`src/rtl/bshift_pkg.sv`:
```
// Shared types and helpers for the pipelined barrel shifter (bshift_pipe).
// Operation encoding, the fill-bit rule and the stage-count helper live here.
package bshift_pkg;

    localparam int unsigned OP_W = 3;

    // Values 5..7 are reserved and make every stage pass its data through.
    typedef enum logic [OP_W-1:0] {
        OP_SLL = 3'd0,
        OP_SRL = 3'd1,
        OP_SRA = 3'd2,
        OP_ROL = 3'd3,
        OP_ROR = 3'd4
    } shift_op_e;

    // Bit shifted in from the top on right shifts.
    function automatic logic fill_bit(input shift_op_e op, input logic sign);
        return (op == OP_SRA) ? sign : 1'b0;
    endfunction

    function automatic int unsigned popcount(input int unsigned mask, input int unsigned bits);
        int unsigned n;
        n = 0;
        for (int unsigned i = 0; i < bits; i++) begin
            n += (mask >> i) & 1;
        end
        return n;
    endfunction

endpackage

```
`src/rtl/bshift_stage.sv`:
```
// One binary-weighted stage of the barrel shifter: a fixed SHAMT-bit shift for
// all ops plus an optional register slot with valid/ready. Carry under BSHIFT_FLAGS_EN.
module bshift_stage
    import bshift_pkg::*;
#(
    parameter int unsigned WIDTH = 64,
    parameter int unsigned SHAMT = 1,
    parameter bit          REG   = 1'b0,
    parameter int unsigned SHW   = $clog2(WIDTH),
    parameter int unsigned TAG_W = 4
) (
    input  logic             clk,
    input  logic             rst,
    input  logic             up_valid,
    output logic             up_ready,
    input  logic [WIDTH-1:0] up_data,
    input  logic [SHW-1:0]   up_shamt,
    input  shift_op_e        up_op,
    input  logic [TAG_W-1:0] up_tag,
    input  logic             up_sign,
`ifdef BSHIFT_FLAGS_EN
    input  logic             up_carry,
    output logic             dn_carry,
`endif
    output logic             dn_valid,
    input  logic             dn_ready,
    output logic [WIDTH-1:0] dn_data,
    output logic [SHW-1:0]   dn_shamt,
    output shift_op_e        dn_op,
    output logic [TAG_W-1:0] dn_tag,
    output logic             dn_sign
);

    localparam int unsigned BIT = $clog2(SHAMT);

    logic [WIDTH-1:0] shifted;
    logic             fill;

    always_comb begin
        shifted = up_data;
        fill    = fill_bit(up_op, up_sign);
        if (up_shamt[BIT]) begin
            case (up_op)
                OP_SLL:         shifted = {up_data[WIDTH-1-SHAMT:0], {SHAMT{1'b0}}};
                OP_ROL:         shifted = {up_data[WIDTH-1-SHAMT:0], up_data[WIDTH-1:WIDTH-SHAMT]};
                OP_SRL, OP_SRA: shifted = {{SHAMT{fill}}, up_data[WIDTH-1:SHAMT]};
                OP_ROR:         shifted = {up_data[SHAMT-1:0], up_data[WIDTH-1:SHAMT]};
                default:        shifted = up_data;
            endcase
        end
    end

`ifdef BSHIFT_FLAGS_EN
    // Later active stages overwrite the carry, so the highest active stage wins.
    logic carry_next;

    always_comb begin
        carry_next = up_carry;
        if (up_shamt[BIT]) begin
            case (up_op)
                OP_SLL, OP_ROL:         carry_next = up_data[WIDTH-SHAMT];
                OP_SRL, OP_SRA, OP_ROR: carry_next = up_data[SHAMT-1];
                default:                carry_next = up_carry;
            endcase
        end
    end
`endif

    generate
        if (REG) begin : g_reg
            logic             valid_reg;
            logic [WIDTH-1:0] data_reg;
            logic [SHW-1:0]   shamt_reg;
            shift_op_e        op_reg;
            logic [TAG_W-1:0] tag_reg;
            logic             sign_reg;

            assign up_ready = !valid_reg || dn_ready;

            always_ff @(posedge clk or posedge rst) begin
                if (rst) begin
                    valid_reg <= 1'b0;
                    data_reg  <= '0;
                    shamt_reg <= '0;
                    op_reg    <= OP_SLL;
                    tag_reg   <= '0;
                    sign_reg  <= 1'b0;
                end else if (up_valid && up_ready) begin
                    valid_reg <= 1'b1;
                    data_reg  <= shifted;
                    shamt_reg <= up_shamt;
                    op_reg    <= up_op;
                    tag_reg   <= up_tag;
                    sign_reg  <= up_sign;
                end else if (dn_ready) begin
                    valid_reg <= 1'b0;
                end
            end

            assign dn_valid = valid_reg;
            assign dn_data  = data_reg;
            assign dn_shamt = shamt_reg;
            assign dn_op    = op_reg;
            assign dn_tag   = tag_reg;
            assign dn_sign  = sign_reg;

`ifdef BSHIFT_FLAGS_EN
            logic carry_reg;

            always_ff @(posedge clk or posedge rst) begin
                if (rst) begin
                    carry_reg <= 1'b0;
                end else if (up_valid && up_ready) begin
                    carry_reg <= carry_next;
                end
            end

            assign dn_carry = carry_reg;
`endif
        end else begin : g_comb
            assign up_ready = dn_ready;
            assign dn_valid = up_valid;
            assign dn_data  = shifted;
            assign dn_shamt = up_shamt;
            assign dn_op    = up_op;
            assign dn_tag   = up_tag;
            assign dn_sign  = up_sign;
`ifdef BSHIFT_FLAGS_EN
            assign dn_carry = carry_next;
`endif
        end
    endgenerate

endmodule

```
`src/rtl/bshift_pipe.sv`:
```
// Pipelined multi-mode barrel shifter: log2(WIDTH) stages, PIPE_MASK bit k registers
// stage k, latency = popcount(PIPE_MASK). Define BSHIFT_FLAGS_EN for out_carry/out_zero.
module bshift_pipe
    import bshift_pkg::*;
#(
    parameter int unsigned WIDTH     = 64,
    parameter int unsigned PIPE_MASK = 'b001001,
    parameter int unsigned TAG_W     = 4,
    parameter int unsigned SHW       = $clog2(WIDTH)
) (
    input  logic             clk,
    input  logic             rst,
    input  logic             in_valid,
    output logic             in_ready,
    input  logic [WIDTH-1:0] in_data,
    input  logic [SHW-1:0]   in_shamt,
    input  shift_op_e        in_op,
    input  logic [TAG_W-1:0] in_tag,
    output logic             out_valid,
    input  logic             out_ready,
    output logic [WIDTH-1:0] out_data,
    output logic [TAG_W-1:0] out_tag
`ifdef BSHIFT_FLAGS_EN
    ,
    output logic             out_carry,
    output logic             out_zero
`endif
);

    localparam int unsigned LATENCY = popcount(PIPE_MASK, SHW);

    genvar gi;

    generate
        for (gi = 0; gi < SHW; gi++) begin : g_stage
            logic             up_valid;
            logic             up_ready;
            logic             dn_valid;
            logic             dn_ready;
            logic [WIDTH-1:0] up_data;
            logic [WIDTH-1:0] dn_data;
            logic [SHW-1:0]   up_shamt;
            logic [SHW-1:0]   dn_shamt;
            shift_op_e        up_op;
            shift_op_e        dn_op;
            logic [TAG_W-1:0] up_tag;
            logic [TAG_W-1:0] dn_tag;
            logic             up_sign;
            logic             dn_sign;
`ifdef BSHIFT_FLAGS_EN
            logic             up_carry;
            logic             dn_carry;
`endif

            if (gi == 0) begin : g_head
                assign up_valid = in_valid;
                assign up_data  = in_data;
                assign up_shamt = in_shamt;
                assign up_op    = in_op;
                assign up_tag   = in_tag;
                // Sign is captured once so SRA fill survives any number of stages.
                assign up_sign  = in_data[WIDTH-1];
`ifdef BSHIFT_FLAGS_EN
                assign up_carry = 1'b0;
`endif
            end else begin : g_link
                assign up_valid = g_stage[gi-1].dn_valid;
                assign up_data  = g_stage[gi-1].dn_data;
                assign up_shamt = g_stage[gi-1].dn_shamt;
                assign up_op    = g_stage[gi-1].dn_op;
                assign up_tag   = g_stage[gi-1].dn_tag;
                assign up_sign  = g_stage[gi-1].dn_sign;
`ifdef BSHIFT_FLAGS_EN
                assign up_carry = g_stage[gi-1].dn_carry;
`endif
            end

            if (gi == SHW - 1) begin : g_tail
                assign dn_ready = out_ready;
            end else begin : g_next
                assign dn_ready = g_stage[gi+1].up_ready;
            end

            bshift_stage #(
                .WIDTH (WIDTH),
                .SHAMT (1 << gi),
                .REG   (((PIPE_MASK >> gi) & 1) != 0),
                .SHW   (SHW),
                .TAG_W (TAG_W)
            ) u_stage (
                .clk      (clk),
                .rst      (rst),
                .up_valid (up_valid),
                .up_ready (up_ready),
                .up_data  (up_data),
                .up_shamt (up_shamt),
                .up_op    (up_op),
                .up_tag   (up_tag),
                .up_sign  (up_sign),
`ifdef BSHIFT_FLAGS_EN
                .up_carry (up_carry),
                .dn_carry (dn_carry),
`endif
                .dn_valid (dn_valid),
                .dn_ready (dn_ready),
                .dn_data  (dn_data),
                .dn_shamt (dn_shamt),
                .dn_op    (dn_op),
                .dn_tag   (dn_tag),
                .dn_sign  (dn_sign)
            );
        end
    endgenerate

    assign in_ready  = g_stage[0].up_ready;
    assign out_valid = g_stage[SHW-1].dn_valid;
    assign out_data  = g_stage[SHW-1].dn_data;
    assign out_tag   = g_stage[SHW-1].dn_tag;

`ifdef BSHIFT_FLAGS_EN
    assign out_carry = g_stage[SHW-1].dn_carry;
    assign out_zero  = (out_data == '0);
`endif

    // Sideband that only steers stages has no consumer after the last one.
    logic unused_tail;
    assign unused_tail = ^{g_stage[SHW-1].dn_shamt, g_stage[SHW-1].dn_op,
                           g_stage[SHW-1].dn_sign, LATENCY[0]};

endmodule

```
`config.mk`:
```
export PLATFORM = sky130hd
export DESIGN_NAME = bshift_pipe
export DESIGN_NICKNAME = d
export VERILOG_FILES = /design/src/rtl/bshift_pkg.sv /design/src/rtl/bshift_stage.sv /design/src/rtl/bshift_pipe.sv
export SDC_FILE = /design/constraint.sdc
export NUM_CORES = 1
export LEC_CHECK = 0
export CELL_PAD_IN_SITES_DETAIL_PLACEMENT = 0
export CELL_PAD_IN_SITES_GLOBAL_PLACEMENT = 1
export CORE_UTILIZATION = 41
export CTS_CLUSTER_DIAMETER = 60
export DETAILED_ROUTE_END_ITERATION = 6
export PLACE_DENSITY = 0.77
export SLEW_MARGIN = 20
export SYNTH_ARGS = -nofsm -noshare
export SYNTH_HDL_FRONTEND = slang
export SYNTH_SLANG_ARGS = --single-unit
```
`constraint.sdc`:
```
create_clock -name clk -period 14.48 [get_ports clk]
set_clock_uncertainty 0.2 [all_clocks]
set_input_delay 2.896 -clock clk [delete_from_list [all_inputs] [get_ports clk]]
set_output_delay 2.896 -clock clk [all_outputs]
set_load 0.01 [all_outputs]
```
==> reports/metrics.cfg, run 1 <==
[layout]
multi_input_area_sq_um = 10840
syn2layout_area_growth_pct = 13.40
n_antenna_cell = 0
nets = 2151
mostFrequentLayoutCell = nor2_1
seqCellArea_sq_um = 3835
drive_gt1_frac = 0.08065
num-fill-cells = 3759
most-common-layout-cells = 233 x nor2_1, 190 x o21ai_0, 187 x nand2_1, 150 x dfrtp_1, 150 x clkdlybuf4s50_1

[global_route]
grt_first_pass_wirelength_um = 107300
grt.overflow.total = 0
antenna_found_initial = 0
grt_max_degree = 93
track_usage = 0.3630
grt_pass1_vias = 16660

[routing]
dr.pass1.iters = 7
wl_per_cell_um = 27.67
via_per_inst = 7.103
routed_wl_um = 71780
postRouteAntennaNets = 0
drc = 0
via_count = 18430
drtIter0Drc = 2743

[clock_network]
postCtsSetupBuffers = 0
clock_sinks = 153
cts_htree_levels = 4
clk_latency_ps = 440
post_cts_resized = 0
clk_pin_slew_ps = 70
cts-buffers-inserted = 17
clockBufferDepth = 2
cts_tree = yes
cts_root_buffer = clkbuf_16
cts_hold_buf = 0

[die]
die_h_um = 197.9
start_util = 0.4167
io_pins = 151
die_x_um = 197.9
rows = 71
core_sq_um = 37760
die_area_sq_um = 39160

[setup_path]
cp_max_fo = 3
start_kind = input port
crit_arrival_ps = 4120
end_kind = output pin
reg2reg_depth = 8
crit_type = input port to output pin
worstPathCellList = clkdlybuf4s50_1 > nand3b_1 > clkdlybuf4s50_1
cp_slowest_cell = clkdlybuf4s50_1
worst-r2r-setup-slack_ps = 9690
critical-path-top-delay-family = buffers and inverters
worstPathRequired_ps = 11380
crit_path_frequent_cell = clkdlybuf4s50_1
slowest_delay_ps = 570
crit_cells = 3
critical_path_buf_inv_count = 2

[sta]
worst_pin_slew_ps = 1127
setup_viol = 0
fmax_mhz = 138.6
period_minus_slack_ps = 7215
drv_slew = 0
hold_viol = 0
maxSlewHeadroom = 0.2462
period_share = 0.4983
whs_ps = 261.2
rsz0062_at_grt = false
finalSetupTns_ps = 0

[logic_synthesis]
syn_area_per_cell_sq_um = 7.495
syn_nets = 2180
ys.flop_type = dfrtp_1
synth_top_area_cell = dfrtp_1
async_flop_share = 1.000
yosys-top-cells-area = dfrtp_1 24%, o21ai_0 6.0%, nor2_1 5.6%, a21oi_1 4.6%, nand2_1 4.6%
ys_types = 97
ys_ff_latch = 153
synth_edf_count = 0
syn_inst = 2099
synth_seq_area_share = 0.2434
yosys_warnings = 0
synth_area_sq_um = 15730
synth.top_cell.area_share = 0.2434

[power_and_ir_drop]
irDropWorstVdd_mv = 0.08316
powerDensity_nw_per_um2 = 172.5
p_leak_nw = 6.617

[outcome]
outcome = completed

[placement]
gp_congestion = 1.008
port_buffers = 150
place_hpwl_um = 50050

[hold_path]
hp-class = flip-flop to flip-flop
whs_path_depth = 2

[flow_run]
drv_cap = 0

-- path summary, 6_finish.rpt --
check,startpoint,endpoint
worst max-delay path,out_ready,in_ready
worst min-delay path,g_stage[0].u_stage.dn_tag[2],g_stage[3].u_stage.dn_tag[2]
worst max register to register,g_stage[0].u_stage.dn_shamt[1],g_stage[3].u_stage.dn_data[22]
worst min register to register,g_stage[0].u_stage.dn_tag[2],g_stage[3].u_stage.dn_tag[2]
max in group asynchronous,rst,g_stage[0].u_stage.dn_data[63]
min in group asynchronous,rst,g_stage[3].u_stage.dn_valid
-- routing by layer --
layer	part of all wire	track usage	wire, um	vias up
met5	0	0	0	-
met3	0.11	0.06728	7820	281
met2	0.42	0.5346	30120	1304
met1	0.41	0.4960	29140	8767
li1	-	-	-	8074
met4	0.066	0.2067	4705	0
-- cell families (layout without fill, tap and decap cells) --
kind of cell,after synthesis,after routing,synth area share
DFF,153,153,0.2434
AOI/OAI and AO/OA,947,947,0.4353
muxes,74,74,0.04851
xor gates and xnor gates,5,5,0.004454
adders and majority gates,2,2,0.001273
and+or+nand+nor,652,652,0.1932
buffers and inverters,266,250,0.07396
-- registers in the layout, indices dropped and copies added, names as in the netlist --
| name | flops |
|---|---|
| g_stage.u_stage.dn_data | 128 |
| g_stage.u_stage.dn_tag | 8 |
| g_stage.u_stage.dn_shamt | 7 |
| g_stage.u_stage.dn_op | 6 |
| g_stage.u_stage.dn_sign | 2 |
| g_stage.u_stage.dn_valid | 2 |
-- metrics by stage --
| step | instance area (sq um) | util | power, mW | setup WS, ps | instances |
|---|---|---|---|---|---|
| 2_1_floorplan | 15730 | - | 1.810 | 7263 | 2099 |
| 3_3_place_gp | 17240 | 0.4565 | 2.528 | 7251 | 2561 |
| 3_5_place_dp | 17240 | 0.4565 | 2.545 | 7258 | 2561 |
| 4_1_cts | 17810 | 0.4717 | 3.002 | 7259 | 2593 |
| 5_1_grt | 17840 | 0.4725 | 3.218 | 7223 | 2594 |
| 6_report | 17840 | 0.4725 | 3.078 | 7265 | 2594 |
-- synth_stat cells, types with 18 or more instances --
| library cell | n |
|---|---|
| a211o_1 | 27 |
| a31oi_1 | 18 |
| a22o_1 | 68 |
| mux2i_1 | 56 |
| mux2_2 | 18 |
| clkbuf_1 | 155 |
| a221o_1 | 40 |
| nand2_1 | 193 |
| a21oi_1 | 145 |
| inv_1 | 21 |
| a22oi_1 | 41 |
| o32ai_1 | 25 |
| nor3_1 | 25 |
| a221oi_1 | 61 |
| nand3_1 | 44 |
| dfrtp_1 | 153 |
| or3_1 | 18 |
| o21ai_0 | 190 |
| a211oi_1 | 38 |
| o22ai_1 | 50 |
| nand2b_1 | 40 |
| buf_2 | 55 |
| nor2_1 | 235 |
| o211ai_1 | 41 |
-- area by class of cell --
class                           count  share of cell area
Clock buffer                       21             0.02581
Clock inverter                     11            0.006382
Inverter                           23            0.005120
Multi-Input combinational cell   1680              0.6077
Sequential cell                   153              0.2150
Tap cell                          511             0.03584
Timing Repair Buffer              195              0.1042
-- report_power, final --
group | switching (mW) | internal [mW] | total (mW)
combinational | 1.11 | 0.714 | 1.83
sequential | 0.254 | 0.541 | 0.795
clock | 0.208 | 0.250 | 0.458
-- worst reg2reg max path: cells and delay by family, from the launching register on --
kind / cells / cell delay, ps
AO/OA/AOI/OAI: 5 / 2360
buffers and inverters: 3 / 1240
flip-flops: 1 / 820
No activity file was read; power rests on OpenSTA's default activity.
==> inputs of run 2 (changes only) <==
==> constraint.sdc (replaced) <==
create_clock -name clk -period 6.7 [get_ports clk]
set_clock_uncertainty 0.2 [all_clocks]
set_input_delay 1.34 -clock clk [delete_from_list [all_inputs] [get_ports clk]]
set_output_delay 1.34 -clock clk [all_outputs]
set_load 0.01 [all_outputs]
==> run 2 against run 1 <==
  * The flow now finishes with violations (design-rule violations)
  * Non-clock buffer count up 7
  * Cell count up 0.23%
  * Count of clock-buffer cells in the layout down 1
  * Combinational power up 120%
  * First-iteration DRC count up 4.3%
  * Critical path depth up 5
  * Critical endpoint is now out_data[34]
  * Largest power group unchanged
==> reports/metrics.cfg, run 2 (synthesis gave the netlist of run 1 again) <==
[setup_path]
worstPathCellList = o21ai_0 > nand2_1 > buf_4 > a221oi_1 > nor2_1 > a21oi_1 > nor2_1 > clkdlybuf4s50_1
cp_max_fo = 30
end_kind = output pin
critical-path-top-delay-family = simple AND/OR/NAND/NOR gates
critical_path_buf_inv_count = 2
crit_path_frequent_cell = nor2_1
worstPathRequired_ps = 5160
crit_type = flip-flop to output pin
start_kind = flip-flop
crit_arrival_ps = 3690
cp_slowest_cell = nand2_1
slowest_delay_ps = 650

[routing]
via_per_inst = 7.269
dr.pass1.iters = 7
drtIter0Drc = 2860
wl_per_cell_um = 29.05
routed_wl_um = 75530
drc = 4
postRouteAntennaNets = 0
via_count = 18900

[outcome]
outcome = finished with violations
violations = design-rule violations

[clock_network]
post_cts_resized = 0
cts_root_buffer = clkbuf_16
clk_latency_ps = 450
clock_sinks = 153
cts-buffers-inserted = 17
cts_tree = yes
clk_pin_slew_ps = 70
cts_htree_levels = 4
clockBufferDepth = 2
postCtsSetupBuffers = 0
cts_hold_buf = 0

[sta]
drv_slew = 0
period_minus_slack_ps = 5231
worst_pin_slew_ps = 1189
hold_viol = 0
whs_ps = 268.6
maxSlewHeadroom = 0.2050
fmax_mhz = 191.2
finalSetupTns_ps = 0
setup_viol = 0
period_share = 0.7807
rsz0062_at_grt = false

[power_and_ir_drop]
p_leak_nw = 6.678
powerDensity_nw_per_um2 = 381.4
irDropWorstVdd_mv = 0.1953

[layout]
largest_reg_flops = 128
n_antenna_cell = 0
syn2layout_area_growth_pct = 14.16
drive_gt1_frac = 0.08569
nets = 2158
final_cells = 2600
mostFrequentLayoutCell = nor2_1
most-common-layout-cells = 232 x nor2_1, 190 x o21ai_0, 187 x nand2_1, 150 x dfrtp_1, 150 x clkdlybuf4s50_1
final_util = 0.4757

[die]
die_h_um = 197.9
io_pins = 151
die_x_um = 197.9
start_util = 0.4167
die_area_sq_um = 39160
core_sq_um = 37760
rows = 71

[global_route]
antenna_found_initial = 1
track_usage = 0.3805
grt_max_degree = 84
grt_pass1_vias = 16990
grt_first_pass_wirelength_um = 111300
grt.overflow.total = 0

[placement]
place_hpwl_um = 54510
gp_congestion = 1.027
post-place-cells = 2568
port_buffers = 150

[flow_run]
drv_cap = 0

[hold_path]
hp-class = flip-flop to flip-flop

## run 2: where the power goes
| group | switching, mW | internal (mW) | leakage [nW] |
|---|---|---|---|
| sequential | 0.586 | 1.17 | 1.83 |
| combinational | 2.47 | 1.55 | 4.54 |
| clock | 0.454 | 0.614 | 0.301 |
| total | 3.51 | 3.34 | 6.68 |
## run 2: path summary, 6_finish.rpt
path / start / to / slack, ps / cells past startpoint
max: g_stage[3].u_stage.dn_op[2] / out_data[34] / 1470 / 8
max in group asynchronous: rst / g_stage[0].u_stage.dn_tag[3] / 4010 / 3
max reg2reg: g_stage[0].u_stage.dn_op[1] / g_stage[3].u_stage.dn_data[55] / 2220 / 8
min: g_stage[0].u_stage.dn_tag[0] / g_stage[3].u_stage.dn_tag[0] / 270 / 2
min in group asynchronous: rst / g_stage[0].u_stage.dn_valid / 1170 / 2
min reg2reg: g_stage[0].u_stage.dn_tag[0] / g_stage[3].u_stage.dn_tag[0] / 270 / 2
## run 2: cell type report
cell class | count | area, sq um
clock buffers | 20 | 456.7
clock inverters | 11 | 163.9
fillers | 3844 | 19800
inverters | 23 | 91.34
multi-input cells | 1680 | 10860
flip-flops and latches | 153 | 3835
well taps | 511 | 639.4
repair buffers | 202 | 1912
## run 2: stage by stage
stage          worst slack (ps)  total power [mW]  area [sq um]
4_1_cts                    1637             6.646         17910
2_1_floorplan              1039             3.912         15730
6_report                   1469             6.849         17960
3_5_place_dp               2112             5.579         17290
3_3_place_gp               2165             5.548         17280
5_1_grt                    1351             7.125         17960
## run 2: routing by layer
metal,GRT usage,wire length [um],share of wire,vias up
met5,0,13,0.00017,-
met4,0.2196,4932,0.065,2
met3,0.09607,9140,0.12,280
met2,0.5614,32100,0.42,1466
met1,0.5018,29340,0.39,9075
li1,-,-,-,8077
## run 2: worst reg2reg max path, cell delays in order (launching register included)
cell and delay, ps:
dfrtp_2 610, buf_4 490, xor2_4 560, buf_4 480
mux2i_1 300, a2111oi_0 130, o32ai_1 990, o21ai_0 160
or3_1 410
